$ cat src/rtl/ifetch_queue.sv
// ifetch_queue: decoupled instruction-fetch front end.
// Owns the fetch PC and issues single-outstanding ibus requests. Fetched
// {pc, instr, fault} entries are buffered in a DEPTH-entry circular FIFO
// ahead of decode, so a decode stall does not block the PC. A redirect flushes
// the queue. If a request is in flight when the redirect arrives, the request
// is allowed to complete and its response is discarded.
//
// Ports
//   clk, reset                 clock, synchronous active-low reset
//   ireq_valid, ireq_addr      ibus request (held stable until iresp_data_ok)
//   iresp_data_ok, iresp_data  ibus response strobe and instruction word
//   redirect_valid/_pc         flush and restart fetch at redirect_pc
//   out_valid/_ready           head-of-queue handshake toward decode
//   out_pc/_instr/_fault       head entry; fault marks a misaligned PC (instr=0)
//
// Build option
//   IFETCH_BYPASS_EN  when defined, a response that arrives while the FIFO is
//                     empty and decode is ready is forwarded combinationally
//                     to out_* in the same cycle and is not written into the FIFO.

module ifetch_queue #(
   parameter int unsigned     DEPTH    = 4,
   parameter int unsigned     XLEN     = 64,
   parameter logic [XLEN-1:0] RESET_PC = XLEN'(64'h8000_0000)
) (
   input  logic            clk,
   input  logic            reset,
   output logic            ireq_valid,
   output logic [XLEN-1:0] ireq_addr,
   input  logic            iresp_data_ok,
   input  logic [31:0]     iresp_data,
   input  logic            redirect_valid,
   input  logic [XLEN-1:0] redirect_pc,
   output logic            out_valid,
   input  logic            out_ready,
   output logic [XLEN-1:0] out_pc,
   output logic [31:0]     out_instr,
   output logic            out_fault
);

   localparam int unsigned PTR_W = $clog2(DEPTH);
   localparam int unsigned CNT_W = PTR_W + 1;
   localparam int unsigned SUM_W = CNT_W + 1;

   typedef struct packed {
      logic [XLEN-1:0] pc;
      logic [31:0]     instr;
      logic            fault;
   } entry_t;

   typedef enum logic [1:0] {IDLE, REQ, DRAIN} state_t;

   state_t           state, state_nxt;
   logic [XLEN-1:0]  pc, pc_nxt;
   logic [XLEN-1:0]  target, target_nxt;
   logic             stopped, stopped_nxt;

   entry_t           mem [DEPTH];
   logic [PTR_W-1:0] head, tail;
   logic [CNT_W-1:0] count;

   logic             push;
   entry_t           push_entry;
   logic             pop;
   logic             bypass;
   logic             credit;
   logic             room_after_rsp;

   // Forward a response straight to decode when nothing is queued ahead of it.
`ifdef IFETCH_BYPASS_EN
   assign bypass = reset && (state == REQ) && iresp_data_ok && out_ready &&
                   !redirect_valid && (count == '0);
`else
   assign bypass = 1'b0;
`endif

   // Credit uses the registered count, so a same-cycle pop frees nothing yet.
   assign credit = (count < CNT_W'(DEPTH));

   // After a response lands (pushed or bypassed), a new request needs one more free slot.
   assign room_after_rsp = ({1'b0, count} + SUM_W'(!bypass)) < SUM_W'(DEPTH);

   assign pop = reset && !redirect_valid && out_ready && (count != '0);

   // State register
   always_ff @(posedge clk) begin
      if (!reset) state <= IDLE;
      else        state <= state_nxt;
   end

   // Next-state and datapath control
   always_comb begin
      state_nxt   = state;
      pc_nxt      = pc;
      target_nxt  = target;
      stopped_nxt = stopped;
      push        = 1'b0;
      push_entry  = '0;
      case (state)
         IDLE: begin
            if (redirect_valid) begin
               pc_nxt      = redirect_pc;
               stopped_nxt = 1'b0;
            end else if (credit && !stopped) begin
               if (pc[1:0] == 2'b00) begin
                  state_nxt = REQ;
               end else begin
                  // Misaligned PC: report it once, then wait for a redirect.
                  push        = 1'b1;
                  push_entry  = '{pc: pc, instr: 32'h0, fault: 1'b1};
                  stopped_nxt = 1'b1;
               end
            end
         end
         REQ: begin
            if (redirect_valid) begin
               stopped_nxt = 1'b0;
               if (iresp_data_ok) begin
                  pc_nxt    = redirect_pc;
                  state_nxt = IDLE;
               end else begin
                  target_nxt = redirect_pc;
                  state_nxt  = DRAIN;
               end
            end else if (iresp_data_ok) begin
               push       = !bypass;
               push_entry = '{pc: pc, instr: iresp_data, fault: 1'b0};
               pc_nxt     = pc + XLEN'(4);
               if (room_after_rsp && (pc_nxt[1:0] == 2'b00)) state_nxt = REQ;
               else                                          state_nxt = IDLE;
            end
         end
         DRAIN: begin
            if (redirect_valid) begin
               target_nxt  = redirect_pc;
               stopped_nxt = 1'b0;
            end
            if (iresp_data_ok) begin
               pc_nxt    = redirect_valid ? redirect_pc : target;
               state_nxt = IDLE;
            end
         end
         default: state_nxt = IDLE;
      endcase
   end

   // Outputs: the request is held at pc (which is frozen in REQ/DRAIN); out_* comes from the head entry
   always_comb begin
      ireq_valid = (state != IDLE);
      ireq_addr  = pc;
      out_valid  = 1'b0;
      out_pc     = '0;
      out_instr  = '0;
      out_fault  = 1'b0;
      if (bypass) begin
         out_valid = 1'b1;
         out_pc    = pc;
         out_instr = iresp_data;
      end else if (count != '0) begin
         out_valid = 1'b1;
         out_pc    = mem[head].pc;
         out_instr = mem[head].instr;
         out_fault = mem[head].fault;
      end
   end

   // Fetch PC, pending redirect target, misalignment stop flag
   always_ff @(posedge clk) begin
      if (!reset) begin
         pc      <= RESET_PC;
         target  <= RESET_PC;
         stopped <= 1'b0;
      end else begin
         pc      <= pc_nxt;
         target  <= target_nxt;
         stopped <= stopped_nxt;
      end
   end

   // FIFO pointers and occupancy; a redirect empties the queue the same edge
   always_ff @(posedge clk) begin
      if (!reset) begin
         head  <= '0;
         tail  <= '0;
         count <= '0;
      end else if (redirect_valid) begin
         head  <= '0;
         tail  <= '0;
         count <= '0;
      end else begin
         if (push) tail <= tail + PTR_W'(1);
         if (pop)  head <= head + PTR_W'(1);
         count <= count + CNT_W'(push) - CNT_W'(pop);
      end
   end

   // FIFO storage
   always_ff @(posedge clk) begin
      if (reset && push) mem[tail] <= push_entry;
   end

endmodule

$ cat config.mk
export PLATFORM = sky130hd
export DESIGN_NAME = ifetch_queue
export DESIGN_NICKNAME = d
export VERILOG_FILES = /design/src/rtl/ifetch_queue.sv
export SDC_FILE = /design/constraint.sdc
export NUM_CORES = 1
export LEC_CHECK = 0
export BUFFER_PORTS_ARGS = -buffer_cell sky130_fd_sc_hd__buf_4
export CAP_MARGIN = 25
export CELL_PAD_IN_SITES_DETAIL_PLACEMENT = 0
export CELL_PAD_IN_SITES_GLOBAL_PLACEMENT = 1
export CORE_ASPECT_RATIO = 2
export CORE_MARGIN = 5
export CORE_UTILIZATION = 41
export CTS_CLUSTER_DIAMETER = 100
export DETAILED_ROUTE_END_ITERATION = 10
export GPL_TIMING_DRIVEN = 0
export PLACE_DENSITY_LB_ADDON = 0.1
export SKIP_LAST_GASP = 1
export SYNTH_ARGS = -nofsm -noshare
export SYNTH_HDL_FRONTEND = slang
export SYNTH_SLANG_ARGS = --single-unit
$ cat constraint.sdc
create_clock -name clk -period 5.7 [get_ports clk]
set_clock_uncertainty 0.15 [all_clocks]
set_input_delay 1.14 -clock clk [delete_from_list [all_inputs] [get_ports clk]]
set_output_delay 1.14 -clock clk [all_outputs]
set_load 0.05 [all_outputs]
==> results of run 1 <==
[worst min-delay path, cell delays in order, from the launching register on]
cell and delay [ns]:
dfxtp_1 0.31, nand2_1 0.05, a21oi_1 0.05
[final cells by class]
type	count	area share
Sequential cell	528	0.518
Inverter	21	0.00283
Clock buffer	53	0.0437
Timing Repair Buffer	269	0.0756
Buffer	127	0.0175
Clock inverter	35	0.0163
Multi-Input combinational cell	1107	0.292
Tap cell	750	0.0336
[synthesized netlist by cell type, drive strengths merged (3+ instances only)]
| cell type | number |
|---|---|
| a211oi | 9 |
| a21o | 3 |
| a21oi | 90 |
| a221o | 27 |
| a221oi | 24 |
| a222oi | 4 |
| a22o | 10 |
| a22oi | 9 |
| a31o | 3 |
| a31oi | 7 |
| and2 | 165 |
| and3 | 45 |
| and4 | 9 |
| buf | 22 |
| clkbuf | 105 |
| dfxtp | 140 |
| edfxtp | 388 |
| ha | 12 |
| inv | 19 |
| mux4 | 97 |
| nand2 | 196 |
| nand2b | 5 |
| nand3 | 30 |
| nand4 | 22 |
| nor2 | 86 |
| nor2b | 4 |
| nor3 | 24 |
| nor3b | 4 |
| nor4 | 16 |
| o211ai | 14 |
| o21a | 4 |
| o21ai | 84 |
| o22ai | 14 |
| o31a | 8 |
| o31ai | 12 |
| o32ai | 4 |
| or2 | 3 |
| or3 | 8 |
| xnor2 | 18 |
| xor2 | 8 |
[per-layer routing]
layer	GRT usage	wire, um
met1	0.287	28700
met4	0.130	4800
met5	0	0
met3	0.0335	4090
met2	0.465	42100
[how the worst max path moves through the flow]
stage,endpoint,slack (ns),start
finish,out_pc[43],0.89,flop
global route,out_pc[43],0.60,flop
CTS,out_pc[51],0.69,flop
detailed placement,mem[0][58]$_DFFE_PP_,0.90,redirect_valid
global placement,mem[0][31]$_DFFE_PP_,-2.50,redirect_valid
floorplan,mem[0][0]$_DFFE_PP_,0.55,redirect_valid
[cells by family after synthesis]
| family | count (synthesis) | share of synthesized area |
|---|---|---|
| mux | 98 | 0.0948 |
| buf+inv | 148 | 0.0245 |
| fa+ha+maj | 13 | 0.00735 |
| compound gates | 347 | 0.101 |
| simple gates | 623 | 0.138 |
| xor+xnor | 26 | 0.00984 |
| flops | 528 | 0.624 |
[stage by stage]
stage / std cells / utilization / instance area, um^2 / hold slack, ns / setup TNS (ns)
after floorplan: 1783 / - / 23100 / 0.286 / 0
after global placement: 2795 / 0.464 / 26100 / 0.292 / -902.39
after detailed placement: 2802 / 0.467 / 26200 / 0.296 / 0
after CTS: 2890 / 0.497 / 27900 / 0.306 / 0
after global routing: 2890 / 0.497 / 27900 / 0.321 / 0
final: 2890 / 0.497 / 27900 / 0.303 / 0
[flip-flops by register name, indices dropped and copies added (netlist names), named ones only]
signal	flops
count	3
tail	2
mem	388
stopped	1
target	64
head	2
ireq_addr	64
state	2
[power by group through the flow]
stage / sequential [mW] / combinational, mW / clock, mW
finish: 5.05 / 3.48 / 3.48
floorplan: 5.49 / 1.56 / 0
CTS: 5.03 / 3.48 / 3.55
global route: 5.08 / 3.64 / 3.70
detailed placement: 5.11 / 3.48 / 0
global placement: 5.13 / 3.42 / 0
==> summary.txt, run 1 <==
Outcome
  • Status: finished clean

Synthesis
  • Syn. warnings: 0
  • Avg Inst Size Synth: 13.0 um^2
  • Cell taking the most area after synthesis: edfxtp_1
  • Area contributors post-synth: edfxtp_1 50%, dfxtp_1 12%, mux4_2 9.4%, and2_1 4.4%, nand2_1 3.2%
  • Area of the mapped netlist: 0.0231 mm^2
  • Area share of the largest cell type after synthesis: 0.503
  • Seq/Total Area, Yosys: 0.624
  • Gate Count Post-Synth: 1783
  • Share of flip-flops with an asynchronous set or reset: 0
  • Main synth FF type: edfxtp_1
  • Syn nets: 1897
  • Yosys cell types: 71
  • Post-synth EDFFs: 388
  • Yosys reg bits: 528

STA
  • Final Setup Violations: 0
  • RSZ-0062 raised after global routing: no
  • Tcrit/Tclk final: 0.843
  • Relative slew margins: 0.222
  • Max Slew Vio Count: 0
  • Fin. Hold Viols: 0
  • Fmax: 208 MHz
  • Worst-Margin Slew: 1.17 ns
  • Crit path time final: 4.81 ns
  • PnR worst setup slack: 0.892 ns

Power
  • PD cells: 430 mW/mm^2
  • Leakage: 9.59 nW
  • Sw frac: 0.370
  • Comb pwr share: 0.289
  • Clock Power Share: 0.290
  • Psw: 4.44 mW
  • Internal power: 7.57 mW
  • Worst VDD drop: 0.000251 V
  • Seq pwr share: 0.420
  • Design Power: 12.0 mW

Setup path
  • Critical path buffers and inverters: 4
  • Worst reg-to-reg path cell count: 9
  • Critical Path Max Stage Delay: 0.71 ns
  • Critical path arrival: 3.52 ns
  • Startpoint types: flop
  • Required @ worst endpoint: 4.41 ns
  • Worst R2R End: mem[3][48]$_DFFE_PP_
  • Cells along the critical path: clkbuf_1 > buf_2 > buf_1 > mux4_2 > and2_1 > buf_4
  • Cell family with most CP delay: buffers and inverters
  • Kind of critical path: reg2out
  • Levels on crit path: 6
  • Slowest cell on crit path: buf_1
  • Crit end category: output port
  • Worst R2R Setup Slack: 1.65 ns
  • CP max FO: 10
  • R2R Path Start: state[1]$_SDFFE_PN0P_

Placed design
  • Pre-CTS setup slack: 0.898 ns
  • Gpl congestion: 0.985
  • Post-DP HPWL: 59400 um
  • IO Port Bufs: 262

Route
  • Remaining DRCs: 0
  • 1st-iter DRT viols: 1374
  • Final WL: 79700 um
  • Vias post-DR: 16.5k
  • ANT nets after route: 0
  • 1st-pass router iterations: 7
  • Post-DR wirelength/cell: 27.6 um
  • Via/cell ratio: 5.72

Clock network
  • Number of H-tree levels: 2
  • Worst-path clk slew: 0.07 ns
  • Clk sink count: 528
  • Post CTS Setup Buffer Count: 0
  • CTS tree: built
  • TritonCTS buffer count: 47
  • Worst-Skew Late Latency: 0.60 ns
  • Hold_buf cts: 0
  • Post-CTS sizing: 0
  • Root Driver: clkbuf_16
  • CTS Buffer Depth: 3

Global routing
  • First-pass GRT wire length: 115000 um
  • Largest net degree at the start of global routing: 56
  • Vias in the first global route: 17.1k
  • GRT overflow: 0
  • Initial antenna violation count: 1
  • Total GRT Usage: 0.255

Floorplanning
  • Initial core utilization: 0.412
  • Ports: 264
  • Die ar.: 0.0616 mm^2
  • Die X: 178 um
  • Core ar.: 0.0562 mm^2
  • Number of core rows: 123
  • Die H: 346 um

Flow run
  • Max-cap violations: 0

Worst hold path
  • Hold path depth: 2
  • HP Class: reg2reg
  • Hold Path Sink: target[63]$_SDFFE_PN0P_
  • Hold Crit Start: target[63]$_SDFFE_PN0P_

Finish
  • Share of layout cells above drive strength 1: 0.219
  • Register area: 0.0145 mm^2
  • Synth-to-Final Area Change: 20.5%
  • Fill count: 5025
  • Area of the multi-input gates: 0.00815 mm^2
  • Most frequent cells in the layout: 388 x edfxtp_1, 262 x buf_4, 196 x nand2_1
  • Commonest non-fill, non-tap cell in the layout: edfxtp_1
  • Number of antenna diodes: 0
  • # nets final: 2215
Note: power is estimated with default switching activity, not from simulation.
==> inputs of run 2 (changes only) <==
Clock period 5.7 ns to 3.9 ns, I/O delays scaled along.
==> summary.txt, run 2 (synthesis gave the netlist of run 1 again) <==
Clock network
  • Worst-path clk slew: 0.07 ns
  • CTS Buffer Depth: 3
  • Post CTS Setup Buffer Count: 0
  • CTS tree: built
  • Hold_buf cts: 0
  • Number of H-tree levels: 2
  • TritonCTS buffer count: 47
  • Root Driver: clkbuf_16
  • Clk sink count: 528
  • Worst-Skew Late Latency: 0.59 ns

Route
  • 1st-iter DRT viols: 1262
  • 1st-pass router iterations: 5
  • Remaining DRCs: 0
  • Post-DR wirelength/cell: 27.7 um
  • Via/cell ratio: 5.74
  • ANT nets after route: 0
  • Vias post-DR: 16.6k
  • Final WL: 80200 um

Setup path
  • Critical path arrival: 3.95 ns
  • Startpoint types: flop
  • Crit end category: flop
  • Worst R2R Setup Slack: 0.05 ns
  • Critical Path Max Stage Delay: 0.73 ns
  • Cells along the critical path: inv_1 > ha_1 > nand2b_1 > nor4_2 > a21o_1 > clkbuf_2 > and3_4 > buf_16
  • Kind of critical path: reg2reg
  • Critical path buffers and inverters: 3
  • Slowest cell on crit path: and3_4
  • Required @ worst endpoint: 4.00 ns
  • Cell family with most CP delay: simple AND/OR/NAND/NOR gates
  • CP max FO: 54

Worst hold path
  • HP Class: in2reg

STA
  • Tcrit/Tclk final: 0.987
  • Worst-Margin Slew: 1.12 ns
  • PnR worst setup slack: 0.0517 ns
  • Relative slew margins: 0.253
  • Fmax: 260 MHz
  • Max Slew Vio Count: 0
  • Crit path time final: 3.85 ns
  • RSZ-0062 raised after global routing: yes
  • Fin. Hold Viols: 0
  • Final Setup Violations: 0

Global routing
  • First-pass GRT wire length: 116000 um
  • Vias in the first global route: 17.1k
  • Met2 Use GR: 0.461
  • Largest net degree at the start of global routing: 55
  • Initial antenna violation count: 0
  • GRT Max-Usage Layer: met2
  • GR Util met1: 0.290
  • Global routing usage on met3: 0.0356
  • Total GRT Usage: 0.256
  • GRT overflow: 0

Finish
  • Max FFs per register: 388
  • Post-route cell area: 0.0278 mm^2
  • Synth-to-Final Area Change: 20.2%
  • Commonest non-fill, non-tap cell in the layout: edfxtp_1
  • Biggest register: mem
  • # nets final: 2217
  • Share of layout cells above drive strength 1: 0.222
  • Most frequent cells in the layout: 388 x edfxtp_1, 265 x buf_4, 196 x nand2_1

Placed design
  • Post-DP HPWL: 59400 um
  • Gpl congestion: 0.920
  • Dpl cell area: 0.0262 mm^2
  • Pre-CTS setup slack: -0.699 ns
  • IO Port Bufs: 262

Floorplanning
  • Die X: 178 um
  • Die H: 346 um
  • Core ar.: 0.0562 mm^2
  • Number of core rows: 123
  • Initial core utilization: 0.412
  • Die ar.: 0.0616 mm^2
  • Ports: 264

Flow run
  • Max-cap violations: 0

Power
  • Worst VDD drop: 0.000393 V
  • Leakage: 9.58 nW
  • PD cells: 617 mW/mm^2

Outcome
  • Status: finished clean
-- run 2: per-stage QoR --
step	util	setup TNS [ns]	power, mW	hold WS (ns)	instances
CTS	0.495	-0.00693	17.2	0.264	2889
finish	0.495	0	17.2	0.285	2891
floorplan	-	0	10.3	0.286	1783
global placement	0.464	-632.31	12.5	0.292	2795
detailed placement	0.467	-152.60	12.6	0.296	2804
global route	0.495	-9.59	17.7	0.275	2890
-- run 2: worst paths after layout --
kind / start / endpoint / cells after the start
min reg2reg: target[0]$_SDFFE_PN0P_ / target[0]$_SDFFE_PN0P_ / 2
min: redirect_pc[31] / target[31]$_SDFFE_PN1P_ / 3
max reg2reg: state[1]$_SDFFE_PN0P_ / mem[1][27]$_DFFE_PP_ / 8
max: state[1]$_SDFFE_PN0P_ / mem[1][27]$_DFFE_PP_ / 8
-- run 2: worst reg2reg max path, cell delays in order (launching register included) --
cell      delay [ns]
dfxtp_1         0.34
inv_1           0.10
ha_1            0.33
nand2b_1        0.18
nor4_2          0.59
a21o_1          0.27
clkbuf_2        0.37
and3_4          0.73
buf_16          0.38
-- run 2: cell type report --
type,instances,area [um^2]
flip-flops and latches,528,14500
well taps,750,938
plain buffers,125,526
repair buffers,272,2140
diodes,1,2.50
fillers,5084,28400
clock inverters,28,277
clock buffers,58,1240
multi-input cells,1108,8160
inverters,21,78.8
-- run 2: routing by layer --
metal	routed length (um)	up-vias
met1	28900	8247
li1	-	7444
met3	4380	201
met2	41800	705
met5	0	-
met4	5120	0
-- run 2: power by group --
part	switching (mW)	internal, mW	leakage, nW	total (mW)
combinational	3.58	1.48	4.13	5.06
clock	2.10	2.59	0.737	4.69
sequential	0.748	6.65	4.71	7.40
-- run 2: repair_timing --
action | in CTS | in global routing
gates cloned | 1 | 0
pin swaps | 1 | 0
endpoints found under the setup margin | 382 | 152
gates resized for setup | 19 | 10
==> inputs of run 3 (changes only) <==
Settings changed: BUFFER_PORTS_ARGS -buffer_cell sky130_fd_sc_hd__buf_4 to not set, DONT_BUFFER_PORTS set to 1.
==> summary.txt, run 3 (synthesis gave the netlist of run 1 again) <==
Outcome
  • Status: finished clean

Worst hold path
  • Hold path depth: 2
  • HP Class: in2reg

Flow run
  • Max-cap violations: 0

Finish
  • Most frequent cells in the layout: 388 x edfxtp_1, 196 x nand2_1, 163 x and2_1
  • # nets final: 1964
  • Post-route cell area: 0.0261 mm^2
  • Utilization after layout: 0.465
  • Share of layout cells above drive strength 1: 0.121
  • Max FFs per register: 388
  • Synth-to-Final Area Change: 12.8%
  • Biggest register: mem
  • Commonest non-fill, non-tap cell in the layout: edfxtp_1

STA
  • PnR worst setup slack: 0.136 ns
  • Crit path time final: 3.76 ns
  • Worst-Margin Slew: 1.09 ns
  • Final hold slack: 0.161 ns
  • Fmax: 266 MHz
  • Max Slew Vio Count: 0
  • Relative slew margins: 0.273
  • RSZ-0062 raised after global routing: no
  • Fin. Hold Viols: 0
  • Tcrit/Tclk final: 0.965
  • Final Setup Violations: 0

Global routing
  • Vias in the first global route: 16.2k
  • Initial antenna violation count: 2
  • Total GRT Usage: 0.255
  • GRT overflow: 0
  • Largest net degree at the start of global routing: 47
  • First-pass GRT wire length: 114000 um

Clock network
  • Clk sink count: 528
  • Worst-path clk slew: 0.07 ns
  • TritonCTS buffer count: 49
  • Number of H-tree levels: 2
  • CTS tree: built
  • Root Driver: clkbuf_16
  • Hold_buf cts: 0
  • Worst-Skew Late Latency: 0.60 ns
  • CTS Buffer Depth: 3

Route
  • Vias post-DR: 15.7k
  • Remaining DRCs: 0
  • Via/cell ratio: 5.95
  • 1st-iter DRT viols: 1190
  • Post-DR wirelength/cell: 30.1 um
  • 1st-pass router iterations: 5
  • Final WL: 79700 um
  • ANT nets after route: 0

Power
  • Worst VDD drop: 0.000354 V
  • Design Power: 16.8 mW
  • PD cells: 644 mW/mm^2
  • Leakage: 8.34 nW

Setup path
  • Crit end category: flop
  • Kind of critical path: reg2reg
  • Startpoint types: flop
  • Worst reg-to-reg path cell count: 11
  • Critical path arrival: 4.10 ns
  • Required @ worst endpoint: 4.23 ns
  • CP max FO: 10

Placed design
  • Post-DP HPWL: 59500 um
  • IO Port Bufs: 0
  • Pre-CTS setup slack: -0.707 ns
  • Dpl cell area: 0.0244 mm^2
  • Gpl congestion: 0.921

Floorplanning
  • Ports: 264
  • Die X: 178 um
  • Initial core utilization: 0.412
  • Die H: 346 um
  • Die ar.: 0.0616 mm^2
  • Core ar.: 0.0562 mm^2
  • Number of core rows: 123
## run 3: layout make-up
type                       instances  area (um^2)
sequential                       528        14500
clock buffer                      60         1290
multi-input combinational       1108         8170
buffer                           124          533
fill                            5177        30100
tap                              750          938
timing repair buffer              18          294
clock inverter                    31          339
antenna                            4         10.0
inverter                          21         78.8
## run 3: final timing paths
path	from	slack, ns	endpoint
hold reg to reg	target[0]$_SDFFE_PN0P_	0.30	target[0]$_SDFFE_PN0P_
hold / removal	redirect_pc[11]	0.16	target[11]$_SDFFE_PN0P_
setup / recovery	state[1]$_SDFFE_PN0P_	0.14	ireq_addr[43]$_SDFFE_PN0P_
setup reg to reg	state[1]$_SDFFE_PN0P_	0.14	ireq_addr[43]$_SDFFE_PN0P_
## run 3: per-layer routing
metal	GRT usage	routed length (um)
met1	0.267	26900
met2	0.449	41200
met3	0.0720	6310
met4	0.147	5350
met5	0	0
## run 3: per-stage QoR
step / TNS [ns] / std cells
finish: 0 / 2644
floorplan: 0 / 1783
CTS: 0 / 2639
detailed placement: -95.40 / 2547
global placement: -638.29 / 2533
global route: 0 / 2641
## run 3: timing repair
item,in CTS,in global routing
endpoints found under the setup margin,384,23
gates cloned,1,0
pin swaps,2,1
gates resized for setup,24,5
buffers inserted,2,1
## run 3: worst max-delay path, stage by stage, from the launching register on
cell      delay [ns]
dfxtp_1         0.34
inv_1           0.10
ha_1            0.14
buf_2           0.25
o21a_1          0.16
clkbuf_1        0.53
nand2b_1        0.19
clkbuf_1        0.48
clkbuf_1        0.57
a22oi_1         0.32
o41a_1          0.20
o221ai_1        0.22
## run 3: where the power goes
group          internal (mW)  switching (mW)
Sequential              6.65            1.67
Combinational          0.979            2.55
Clock                   2.82            2.15
